### src/rtl/uart_pkg.sv
`default_nettype none
// ============================================================================
// Module      : uart_pkg
// Description : Shared constants and receiver state encoding for the UART
//               receive path.
// Revision    : 1.0 - initial release
// ============================================================================
package uart_pkg;

    // Parity mode selectors
    localparam int PARITY_NONE = 0;
    localparam int PARITY_EVEN = 1;
    localparam int PARITY_ODD  = 2;

    // Divider values for 115200 baud at common system clocks
    localparam int DIV_RATE_50MHZ  = 434;
    localparam int DIV_RATE_200MHZ = 1736;

    // Receiver FSM state encoding
    typedef enum logic [2:0] {
        ST_IDLE      = 3'd0,
        ST_START     = 3'd1,
        ST_DATA      = 3'd2,
        ST_PARITY    = 3'd3,
        ST_STOP      = 3'd4,
        ST_WAIT_IDLE = 3'd5
    } rx_state_t;

endpackage
`default_nettype wire

### src/rtl/sync_fifo_fwft.sv
`default_nettype none
// ============================================================================
// Module      : sync_fifo_fwft
// Description : Single-clock first-word-fall-through FIFO. Head entry is
//               visible on dout whenever empty=0; dout reads 0 when empty.
//               A push into a full FIFO proceeds only if a pop happens in the
//               same cycle; otherwise it is dropped and flagged on drop.
// Revision    : 1.0 - initial release
// ============================================================================
module sync_fifo_fwft #(
    parameter int WIDTH      = 10,
    parameter int DEPTH_LOG2 = 4
) (
    input  logic                  clk,
    input  logic                  rst,
    input  logic                  push,
    input  logic [WIDTH-1:0]      din,
    input  logic                  pop,
    output logic [WIDTH-1:0]      dout,
    output logic                  empty,
    output logic                  full,
    output logic [DEPTH_LOG2:0]   count,
    output logic                  drop
);
    import uart_pkg::*;

    localparam int DEPTH = 2 ** DEPTH_LOG2;
    localparam int CW    = DEPTH_LOG2 + 1;
    localparam logic [CW-1:0]         FULL_COUNT = {1'b1, {DEPTH_LOG2{1'b0}}};
    localparam logic [CW-1:0]         CNT_ONE    = CW'(1);
    localparam logic [DEPTH_LOG2-1:0] PTR_ONE    = DEPTH_LOG2'(1);

    logic [WIDTH-1:0]      r_mem [DEPTH];
    logic [DEPTH_LOG2-1:0] r_wr_ptr;
    logic [DEPTH_LOG2-1:0] r_rd_ptr;
    logic [CW-1:0]         r_count;
    logic                  w_do_pop;
    logic                  w_do_push;

    assign empty     = (r_count == '0);
    assign full      = (r_count == FULL_COUNT);
    assign w_do_pop  = pop & ~empty;
    // A full FIFO still accepts a write when the head leaves in the same cycle
    assign w_do_push = push & (~full | w_do_pop);
    assign drop      = push & full & ~pop;
    assign dout      = empty ? '0 : r_mem[r_rd_ptr];
    assign count     = r_count;

    // Storage array write port
    always_ff @(posedge clk) begin
        if (w_do_push) begin
            r_mem[r_wr_ptr] <= din;
        end
    end

    // Pointer and occupancy bookkeeping
    always_ff @(posedge clk) begin
        if (rst) begin
            r_wr_ptr <= '0;
            r_rd_ptr <= '0;
            r_count  <= '0;
        end else begin
            if (w_do_push) begin
                r_wr_ptr <= r_wr_ptr + PTR_ONE;
            end
            if (w_do_pop) begin
                r_rd_ptr <= r_rd_ptr + PTR_ONE;
            end
            case ({w_do_push, w_do_pop})
                2'b10:   r_count <= r_count + CNT_ONE;
                2'b01:   r_count <= r_count - CNT_ONE;
                default: r_count <= r_count;
            endcase
        end
    end

endmodule
`default_nettype wire

### src/rtl/uart_rx_fifo.sv
`default_nettype none
// ============================================================================
// Module      : uart_rx_fifo
// Description : UART receiver with configurable data/parity/stop format,
//               per-character frame and parity error flags, and a FWFT
//               receive FIFO with sticky overflow indication.
// Revision    : 1.0 - initial release
// ============================================================================
module uart_rx_fifo
    import uart_pkg::*;
#(
    parameter int DATA_BITS       = 8,
    parameter int PARITY_MODE     = PARITY_NONE,
    parameter int STOP_BITS       = 1,
    parameter int DIV_CNT_BIT     = 11,
    parameter int DIV_CNT_RATE    = DIV_RATE_200MHZ,
    parameter int FIFO_DEPTH_LOG2 = 4
) (
    input  logic                      clk,
    input  logic                      rst,
    input  logic                      rxd,
    input  logic                      rd_en,
    input  logic                      clr_err,
    output logic [DATA_BITS-1:0]      q,
    output logic                      q_frame_err,
    output logic                      q_parity_err,
    output logic                      empty,
    output logic                      full,
    output logic [FIFO_DEPTH_LOG2:0]  count,
    output logic                      overflow,
    output logic                      busy
);

    // Divider reloads to RATE-1 so one full count spans exactly one bit time
    localparam logic [DIV_CNT_BIT-1:0] DIV_FULL  = DIV_CNT_BIT'(DIV_CNT_RATE - 1);
    localparam logic [DIV_CNT_BIT-1:0] DIV_HALF  = DIV_CNT_BIT'(DIV_CNT_RATE / 2 - 1);
    localparam logic [DIV_CNT_BIT-1:0] DIV_ONE   = DIV_CNT_BIT'(1);
    localparam logic [3:0]             LAST_BIT  = 4'(DATA_BITS - 1);
    localparam logic [3:0]             IDX_ONE   = 4'd1;
    localparam logic                   LAST_STOP = (STOP_BITS == 2);
    localparam logic                   ODD_PAR   = (PARITY_MODE == PARITY_ODD);
    localparam int                     FW        = DATA_BITS + 2;

    rx_state_t              r_state;
    rx_state_t              w_state_nxt;
    logic                   r_sync1;
    logic                   r_sync2;
    logic                   r_rxd_prev;
    logic                   w_rxd_s;
    logic                   w_fall;
    logic [DIV_CNT_BIT-1:0] r_div;
    logic                   w_tick;
    logic [3:0]             r_idx;
    logic                   r_stop_idx;
    logic                   w_last_data;
    logic                   w_last_stop;
    logic [DATA_BITS-1:0]   r_data;
    logic                   r_frame_err;
    logic                   r_parity_err;
    logic                   r_push;
    logic [FW-1:0]          r_wdata;
    logic [FW-1:0]          w_dout;
    logic                   w_drop;
    logic                   r_overflow;

    assign w_rxd_s     = r_sync2;
    assign w_fall      = r_rxd_prev & ~w_rxd_s;
    assign w_tick      = (r_div == '0);
    assign w_last_data = (r_idx == LAST_BIT);
    assign w_last_stop = (r_stop_idx == LAST_STOP);
    assign busy        = (r_state != ST_IDLE);

    // Two-flop synchroniser plus edge-detect history, all idling high
    always_ff @(posedge clk) begin
        if (rst) begin
            r_sync1    <= 1'b1;
            r_sync2    <= 1'b1;
            r_rxd_prev <= 1'b1;
        end else begin
            r_sync1    <= rxd;
            r_sync2    <= r_sync1;
            r_rxd_prev <= r_sync2;
        end
    end

    // Receiver state register
    always_ff @(posedge clk) begin
        if (rst) begin
            r_state <= ST_IDLE;
        end else begin
            r_state <= w_state_nxt;
        end
    end

    // Next-state decode; every decision happens on a divider expiry cycle
    always_comb begin
        w_state_nxt = r_state;
        case (r_state)
            ST_IDLE: begin
                if (w_fall) w_state_nxt = ST_START;
            end
            ST_START: begin
                if (w_tick) w_state_nxt = w_rxd_s ? ST_IDLE : ST_DATA;
            end
            ST_DATA: begin
                if (w_tick && w_last_data) begin
                    w_state_nxt = (PARITY_MODE != PARITY_NONE) ? ST_PARITY : ST_STOP;
                end
            end
            ST_PARITY: begin
                if (w_tick) w_state_nxt = ST_STOP;
            end
            ST_STOP: begin
                if (w_tick && w_last_stop) w_state_nxt = w_rxd_s ? ST_IDLE : ST_WAIT_IDLE;
            end
            ST_WAIT_IDLE: begin
                if (w_rxd_s) w_state_nxt = ST_IDLE;
            end
            default: w_state_nxt = ST_IDLE;
        endcase
    end

    // Bit timing, character assembly and error capture; the FIFO write is
    // registered so it lands one clock after the final stop sample
    always_ff @(posedge clk) begin
        if (rst) begin
            r_div        <= '0;
            r_idx        <= '0;
            r_stop_idx   <= 1'b0;
            r_data       <= '0;
            r_frame_err  <= 1'b0;
            r_parity_err <= 1'b0;
            r_push       <= 1'b0;
            r_wdata      <= '0;
        end else begin
            r_push <= 1'b0;
            if (!w_tick) begin
                r_div <= r_div - DIV_ONE;
            end
            case (r_state)
                ST_IDLE: begin
                    if (w_fall) r_div <= DIV_HALF;
                end
                ST_START: begin
                    if (w_tick) begin
                        r_div        <= DIV_FULL;
                        r_idx        <= '0;
                        r_stop_idx   <= 1'b0;
                        r_frame_err  <= 1'b0;
                        r_parity_err <= 1'b0;
                    end
                end
                ST_DATA: begin
                    if (w_tick) begin
                        r_div  <= DIV_FULL;
                        r_data <= {w_rxd_s, r_data[DATA_BITS-1:1]};
                        r_idx  <= r_idx + IDX_ONE;
                    end
                end
                ST_PARITY: begin
                    if (w_tick) begin
                        r_div        <= DIV_FULL;
                        r_parity_err <= ((^r_data) ^ w_rxd_s) != ODD_PAR;
                    end
                end
                ST_STOP: begin
                    if (w_tick) begin
                        r_div      <= DIV_FULL;
                        r_stop_idx <= 1'b1;
                        if (!w_rxd_s) r_frame_err <= 1'b1;
                        if (w_last_stop) begin
                            r_push  <= 1'b1;
                            r_wdata <= {r_parity_err, r_frame_err | ~w_rxd_s, r_data};
                        end
                    end
                end
                default: ;
            endcase
        end
    end

    // Sticky overflow; a drop in the same cycle as a clear keeps it set
    always_ff @(posedge clk) begin
        if (rst) begin
            r_overflow <= 1'b0;
        end else if (w_drop) begin
            r_overflow <= 1'b1;
        end else if (clr_err) begin
            r_overflow <= 1'b0;
        end
    end

    sync_fifo_fwft #(
        .WIDTH      (FW),
        .DEPTH_LOG2 (FIFO_DEPTH_LOG2)
    ) u_fifo (
        .clk   (clk),
        .rst   (rst),
        .push  (r_push),
        .din   (r_wdata),
        .pop   (rd_en),
        .dout  (w_dout),
        .empty (empty),
        .full  (full),
        .count (count),
        .drop  (w_drop)
    );

    assign q            = w_dout[DATA_BITS-1:0];
    assign q_frame_err  = w_dout[DATA_BITS];
    assign q_parity_err = w_dout[DATA_BITS+1];
    assign overflow     = r_overflow;

endmodule
`default_nettype wire

### config.mk
export PLATFORM = sky130hd
export DESIGN_NAME = uart_rx_fifo
export DESIGN_NICKNAME = d
export VERILOG_FILES = /design/src/rtl/uart_pkg.sv /design/src/rtl/sync_fifo_fwft.sv /design/src/rtl/uart_rx_fifo.sv
export SDC_FILE = /design/constraint.sdc
export NUM_CORES = 1
export LEC_CHECK = 0
export ABC_AREA = 0
export CORE_UTILIZATION = 61
export DETAILED_ROUTE_END_ITERATION = 16
export PLACE_DENSITY = 0.79
export SKIP_CTS_REPAIR_TIMING = 1
export SYNTH_ARGS = -nofsm -noshare
export SYNTH_HDL_FRONTEND = slang
export SYNTH_SLANG_ARGS = --single-unit
### constraint.sdc
create_clock -name clk -period 3.22 [get_ports clk]
set_input_delay 0.644 -clock clk [delete_from_list [all_inputs] [get_ports clk]]
set_output_delay 0.644 -clock clk [all_outputs]
set_load 0.02 [all_outputs]
**Yosys cells after proc, flatten, opt, wreduce, memory -nomap -nowiden**

Memory sizes are Yosys's and may differ from the RTL's. A register that Yosys moved wholly into a read port is not among the register bits.
Cells that the tools add are included.

- RAM bits: 160
- Logic and storage cells: 110
- Output and inout bits: 19
- Memories kept: 1
- Register bits: 57

Memories:

| memory | words | width | rd ports | clocked after Yosys merged registers in | write ports | RTL line | RTL |
|---|---|---|---|---|---|---|---|
| u_fifo.r_mem | 16 | 10 | 1 | 1 | 1 | sync_fifo_fwft.sv:33 | `logic [WIDTH-1:0] r_mem [DEPTH];` |

- Reductions and logical operators: 21
- $add $sub $neg: 6
- Equal/unequal tests: 18
- Multiplexer cells: 33
- Bitwise gates (word level): 15

Operator list:

| cell | number |
|---|---|
| 11-bit 2-to-1 mux | 3 |
| 11-bit one-hot mux with 2 select lines | 1 |
| 3-bit 2-to-1 mux | 7 |
| 2-bit inequality test (second input constant) | 9 |
| 3-bit one-hot mux with 6 select lines | 1 |
| 4-bit 2-to-1 mux | 4 |
| 4-bit by 1-bit adder with 4-bit output (second input constant) | 3 |
| 3-bit AND reduction | 4 |
| 11-bit zero test | 1 |
| 11-bit by 1-bit subtractor with 11-bit output (second input constant) | 1 |
| 1-bit 2-to-1 mux | 10 |
| 10-bit 2-to-1 mux | 1 |
| 5-bit one-hot mux with 2 select lines | 1 |
| 2-bit nonzero test | 5 |
| 4-bit one-hot mux with 2 select lines | 1 |
| 8-bit parity | 1 |
| 1-bit inverter | 7 |
| 3-bit by 2-bit equality test with 1-bit output (second input constant) | 2 |
| 3-bit equality test (second input constant) | 2 |
| 1-bit one-hot mux with 2 select lines | 3 |
| 6-bit AND reduction | 1 |
| 5-bit by 1-bit adder with 5-bit output (second input constant) | 1 |
| 1-bit AND | 5 |
| 5-bit equality test (second input constant) | 1 |
| 16 further kinds | 18 |

**Logic depth before layout (Yosys ltp)**

- Word-level depth: 7
- Gate-level depth with buffers: 13
- Gate-level depth less buffers: 11

**Modules after synthesis**

A second synthesis with hierarchy kept.

- Cells, all modules: 622
- Area total of the unflattened synthesis: 9311.4 um2

By module, submodules not included:

| module | instances | area an instance (um2) | cells each |
|---|---|---|---|
| sync_fifo_fwft | 1 | 7103.1 | 366 |
| uart_rx_fifo | 1 | 2208.4 | 256 |

**Worst setup path after synthesis**

No wires, ideal clock.

- Path type: reg-to-reg
- Start point: register u_fifo.r_count[1], in the netlist u_fifo.count[1]
- End point: register u_fifo.r_count[4], in the netlist u_fifo.count[4]
- Arrival: 3019 ps
- Path slack: 130 ps
- Clock period less this slack: 3090 ps
- Data required time: 3150 ps
- Stages on the path, launching flop included: 14
- Cells stage by stage: dfxtp_1 > clkbuf_1 > nor4_1 > a31oi_2 > inv_1 > ha_1 > clkbuf_1 > xor2_1 > ha_1 > a21o_1 > a22oi_1 > o221a_2 > or3_1 > a21oi_1

- Longest elaborated chain between the ends: 7
- Elaborated cells on any way between the ends: 13
- Those cells by class: 2 x add/sub; 3 x eq/ne; 1 x mux; 5 x bitwise; 2 x reduce/logical

Ends and longest elaborated chain:

| item | RTL line | RTL |
|---|---|---|
| start, declared | sync_fifo_fwft.sv:36 | `logic [CW-1:0] r_count;` |
| start signal, assigned | sync_fifo_fwft.sv:70 | `2'b10: r_count <= r_count + CNT_ONE;` |
| start signal, assigned | sync_fifo_fwft.sv:71 | `2'b01: r_count <= r_count - CNT_ONE;` |
| start signal, assigned | sync_fifo_fwft.sv:72 | `default: r_count <= r_count;` |
| 5-bit zero test | sync_fifo_fwft.sv:40 | `assign empty = (r_count == '0);` |
| 1-bit inverter | sync_fifo_fwft.sv:42 | `assign w_do_pop = pop & ~empty;` |
| 1-bit AND | sync_fifo_fwft.sv:42 |  |
| 1-bit bitwise OR | sync_fifo_fwft.sv:44 | `assign w_do_push = push & (~full \| w_do_pop);` |
| 1-bit AND | sync_fifo_fwft.sv:44 |  |
| 2-bit by 1-bit equality test with 1-bit output / 2-bit equality test (equally long branches) | sync_fifo_fwft.sv:69 | `case ({w_do_push, w_do_pop})` |
| 5-bit one-hot mux with 2 select lines / 2-bit nonzero test (equally long branches) | n/a |  |

Parallel ways exist; a longest one is shown, timed or not.
A chain may end at the register's enable or synchronous reset.

==> implementation parameters <==
Parameter                              Value

Timing
  Final setup skew    0.01056 ns
  Number of hold violations in the final report    0
  Total of endpoints with negative setup slack in the final report    0
  Worst-case headroom to the max-slew limit    50.91%
  Worst hold slack across all endpoints    0.4194 ns
  Worst path setup slack after routing    0.06657 ns
  Final Critical Period    3.153 ns
  Pins Over Slew Limit    0
  RSZ-0062 raised after global routing    no
  Period utilization    97.93%
  Max Clk Rate    0.3171 GHz
  Worst-margin pin slew    0.7364 ns

Clock network
  Number of sinks driven by the clock tree    221
  Clock transition at the registers of the reported paths    0.06 ns
  CTS root buffer    sky130_fd_sc_hd__clkbuf_16
  Total CTS buffers    23
  Buffer levels on the longest clock path    3
  CTS H-tree lvls    1
  Clock latency of the later-clocked register in the worst-skew pair    0.50 ns
  TritonCTS clock tree    yes

Route
  Pre-antenna DRT Iters    5
  Via total after detailed routing    5164
  Post-detailed-route count of antenna-violating nets    0
  First DRT Iteration DRCs    448
  Detail-routed via count per cell    6.267
  Wire length per cell after detailed routing    23.19 µm
  Total Routed Length    19.11 mm
  Detailed-route DRC error count    0

Logic synthesis
  Number of nets produced by synthesis    596
  Number of synthesis warnings    0
  Netlist Area Pre-Place    0.009040 mm²
  Dominant cell by count in the synthesized netlist    sky130_fd_sc_hd__edfxtp_1
  Cell types with the highest counts after synthesis    sky130_fd_sc_hd__edfxtp_1, sky130_fd_sc_hd__dfxtp_1, sky130_fd_sc_hd__mux4_2, sky130_fd_sc_hd__nor2_1, sky130_fd_sc_hd__nand2_1
  Cell types occupying the most area after synthesis    sky130_fd_sc_hd__edfxtp_1, sky130_fd_sc_hd__dfxtp_1, sky130_fd_sc_hd__mux4_2
  Mean area per synthesized cell    15.59 µm²
  Count of flip-flops with a built-in enable after synthesis    160
  Top cell type by total area after synthesis    sky130_fd_sc_hd__edfxtp_1
  Seq/Total Area, Yosys    66.66%
  Area share of the leading cell type in the synthesized netlist    53.15%
  Count of different cell masters after synthesis    55
  Most instantiated flip-flop cell in the synthesis netlist    sky130_fd_sc_hd__edfxtp_1
  Async set or reset register ratio after synthesis    0%
  Count of mapped cells out of synthesis    580
  Count of state elements after synthesis    221

Placed design
  Detailed-placement wirelength estimate    11.12 mm
  Buffers added on ports    23
  Post-Place Worst Slack    0.1014 ns
  Post-DP Area    0.009570 mm²
  Final Wtd Congestion    0.7901

GRT
  Gr usage total    25.45%
  First-pass GRT wire length    28.23 mm
  Number of global-route vias before repair    5144
  Maximum number of pins on one net before global-route repair    41
  GRT Residual Overflow    0
  Number of antenna violations at the first check in global routing    0

Power and ir drop
  Register share of total power    51.3%
  Leakage power of the design    3.699 nW
  Net Sw Frac    23.22%
  Power density over the cells    596.4 mW/mm²
  Internal power consumption    0.004730 W
  Combinational share of power    8.7%
  Max VDD drop    0.0005726 V
  Switching power of the nets    0.001430 W
  Relative contribution of the clock network to total power    40.0%
  Post-layout total power    0.006161 W

Setup path
  R2r endpoint    u_fifo.count[4]
  Critical path data arrival time    2.51 ns
  Startpoint class of the critical path    register
  Endpoint type of the worst setup path    primary output
  Standard cell with the maximum stage delay on the critical path    sky130_fd_sc_hd__mux4_2
  Reg2reg start    u_fifo.count[2]
  Critical Path Most Common Cell    sky130_fd_sc_hd__mux4_2
  Flop-to-flop setup slack    0.49 ns
  Data required time of the worst path    2.58 ns
  Maximum net fanout on the critical path    9
  Depth of the worst register-to-register path    12
  CP cell instances    buf_8, mux4_2, mux4_2, nor2b_1, dlymetal6s2s_1
  Type of the worst setup path    reg2out
  CP max stage delay    0.53 ns

Final layout
  Area overhead of the layout relative to synthesis    14.27%
  Final antenna diode count    0
  Finished layout cell area    0.01033 mm²
  Filler cell count in the final layout    918
  Nets    640
  Fraction of layout cells with a size suffix above 1    18.75%

Worst hold path
  Hold Path Stages    1
  Hold endpoint    r_sync2
  Worst min-delay path startpoint    r_sync1
  Worst hold-check path type    reg2reg

Die
  Core area    0.01448 mm²
  Initial standard-cell utilization of the core    62.44%
  Die outline area    0.01531 mm²
  Horiz. Die Dim    123.7 µm
  Row Count    44
  I/O pin count    24
  Die extent in y    123.7 µm

Outcome
  Run status    finished, final reports clean

Run
  Max-cap violation count    0
[how the worst max path moves through the flow]
| stage | end | from | slack, ns | cells after the start |
|---|---|---|---|---|
| after floorplan | u_fifo.count[4] | u_fifo.count[1] | 0.13 | 13 |
| after global placement | u_fifo.count[4] | rd_en | 0.19 | 12 |
| after detailed placement | u_fifo.count[4] | rd_en | 0.10 | 12 |
| after CTS | q[2] | register | -0.37 | 5 |
| after global routing | q[3] | register | 0.01 | 5 |
| final | q[3] | register | 0.07 | 5 |
[cell type report]
class / count / area (µm²) / area share, %
Tap cell: 184 / 230.2 / 2.229
Timing Repair Buffer: 47 / 480.5 / 4.651
Inverter: 12 / 45.04 / 0.4360
Sequential cell: 221 / 6030 / 58.37
Clock buffer: 30 / 621.8 / 6.020
Clock inverter: 11 / 76.32 / 0.7389
Multi-Input combinational cell: 319 / 2846 / 27.56
[registers in the layout, summed over array words and instances (netlist names), 3 cells and up, named ones only]
register / count
u_fifo.r_rd_ptr: 4
r_data: 8
u_fifo.r_wr_ptr: 4
r_div: 11
r_state: 3
u_fifo.r_mem: 160
r_idx: 4
u_fifo.count: 5
r_wdata: 10
[metal layers]
metal | vias to the layer above | routed length [µm] | GRT usage, %
met1 | 2611 | 7380 | 32.65
met5 | - | 0 | 0
met4 | 0 | 520 | 8.961
li1 | 2301 | - | -
met2 | 210 | 9862 | 43.96
met3 | 42 | 1348 | 4.167
[cells in the final DEF (no fill, tap or decap), types with 4 or more instances in the layout]
| cell type | netlist | routed |
|---|---|---|
| sky130_fd_sc_hd__inv_1 | 10 | 10 |
| sky130_fd_sc_hd__a21oi_1 | 27 | 27 |
| sky130_fd_sc_hd__and2_1 | 19 | 18 |
| sky130_fd_sc_hd__nor2b_1 | 16 | 16 |
| sky130_fd_sc_hd__clkinv_1 | 1 | 6 |
| sky130_fd_sc_hd__nand2_1 | 37 | 37 |
| sky130_fd_sc_hd__clkbuf_16 | 0 | 24 |
| sky130_fd_sc_hd__dlymetal6s2s_1 | 0 | 10 |
| sky130_fd_sc_hd__clkinv_2 | 0 | 4 |
| sky130_fd_sc_hd__edfxtp_1 | 160 | 160 |
| sky130_fd_sc_hd__clkbuf_1 | 19 | 5 |
| sky130_fd_sc_hd__mux4_2 | 50 | 50 |
| sky130_fd_sc_hd__nand2b_1 | 5 | 5 |
| sky130_fd_sc_hd__buf_4 | 1 | 20 |
| sky130_fd_sc_hd__dfxtp_1 | 61 | 60 |
| sky130_fd_sc_hd__ha_1 | 11 | 11 |
| sky130_fd_sc_hd__o21ai_0 | 11 | 11 |
| sky130_fd_sc_hd__or3_1 | 5 | 5 |
| sky130_fd_sc_hd__mux2i_1 | 15 | 15 |
| sky130_fd_sc_hd__nor3_1 | 13 | 13 |
| sky130_fd_sc_hd__nor2_1 | 39 | 39 |
| sky130_fd_sc_hd__xnor2_1 | 9 | 9 |
| sky130_fd_sc_hd__xor2_1 | 11 | 11 |
| sky130_fd_sc_hd__clkdlybuf4s50_1 | 0 | 12 |
[metrics by stage]
step / utilization (%) / cells / setup TNS, ns
floorplan: - / 580 / 0
global placement: 66.10 / 782 / 0
detailed placement: 66.10 / 782 / 0
CTS: 70.92 / 823 / -3.276
global route: 71.34 / 824 / 0
finish: 71.34 / 824 / 0
[logic make-up after synthesis]
kind of cell	count (synthesis)	share of synthesized area, %
compound gates	60	4.249
xor+xnor	21	2.187
fa+ha+maj	11	1.522
buf+inv	40	1.868
flops	221	66.66
mux	65	14.12
simple gates	162	9.398
[power groups by stage]
stage          Sequential, W  Combinational, W  Clock, W
3_3_place_gp         0.00321          0.000493         0
4_1_cts              0.00316          0.000527   0.00249
5_1_grt              0.00317          0.000607   0.00260
2_1_floorplan        0.00319          0.000460         0
6_report             0.00316          0.000538   0.00246
3_5_place_dp         0.00322          0.000523         0
[worst max-delay path, delay by kind of cell, from the launching register on]
family	cells	cell delay (ns)
and+or+nand+nor	1	0.16
buffers and inverters	2	0.40
DFF	1	0.40
muxes	2	1.06
Note: power is estimated with default switching activity, not from simulation.
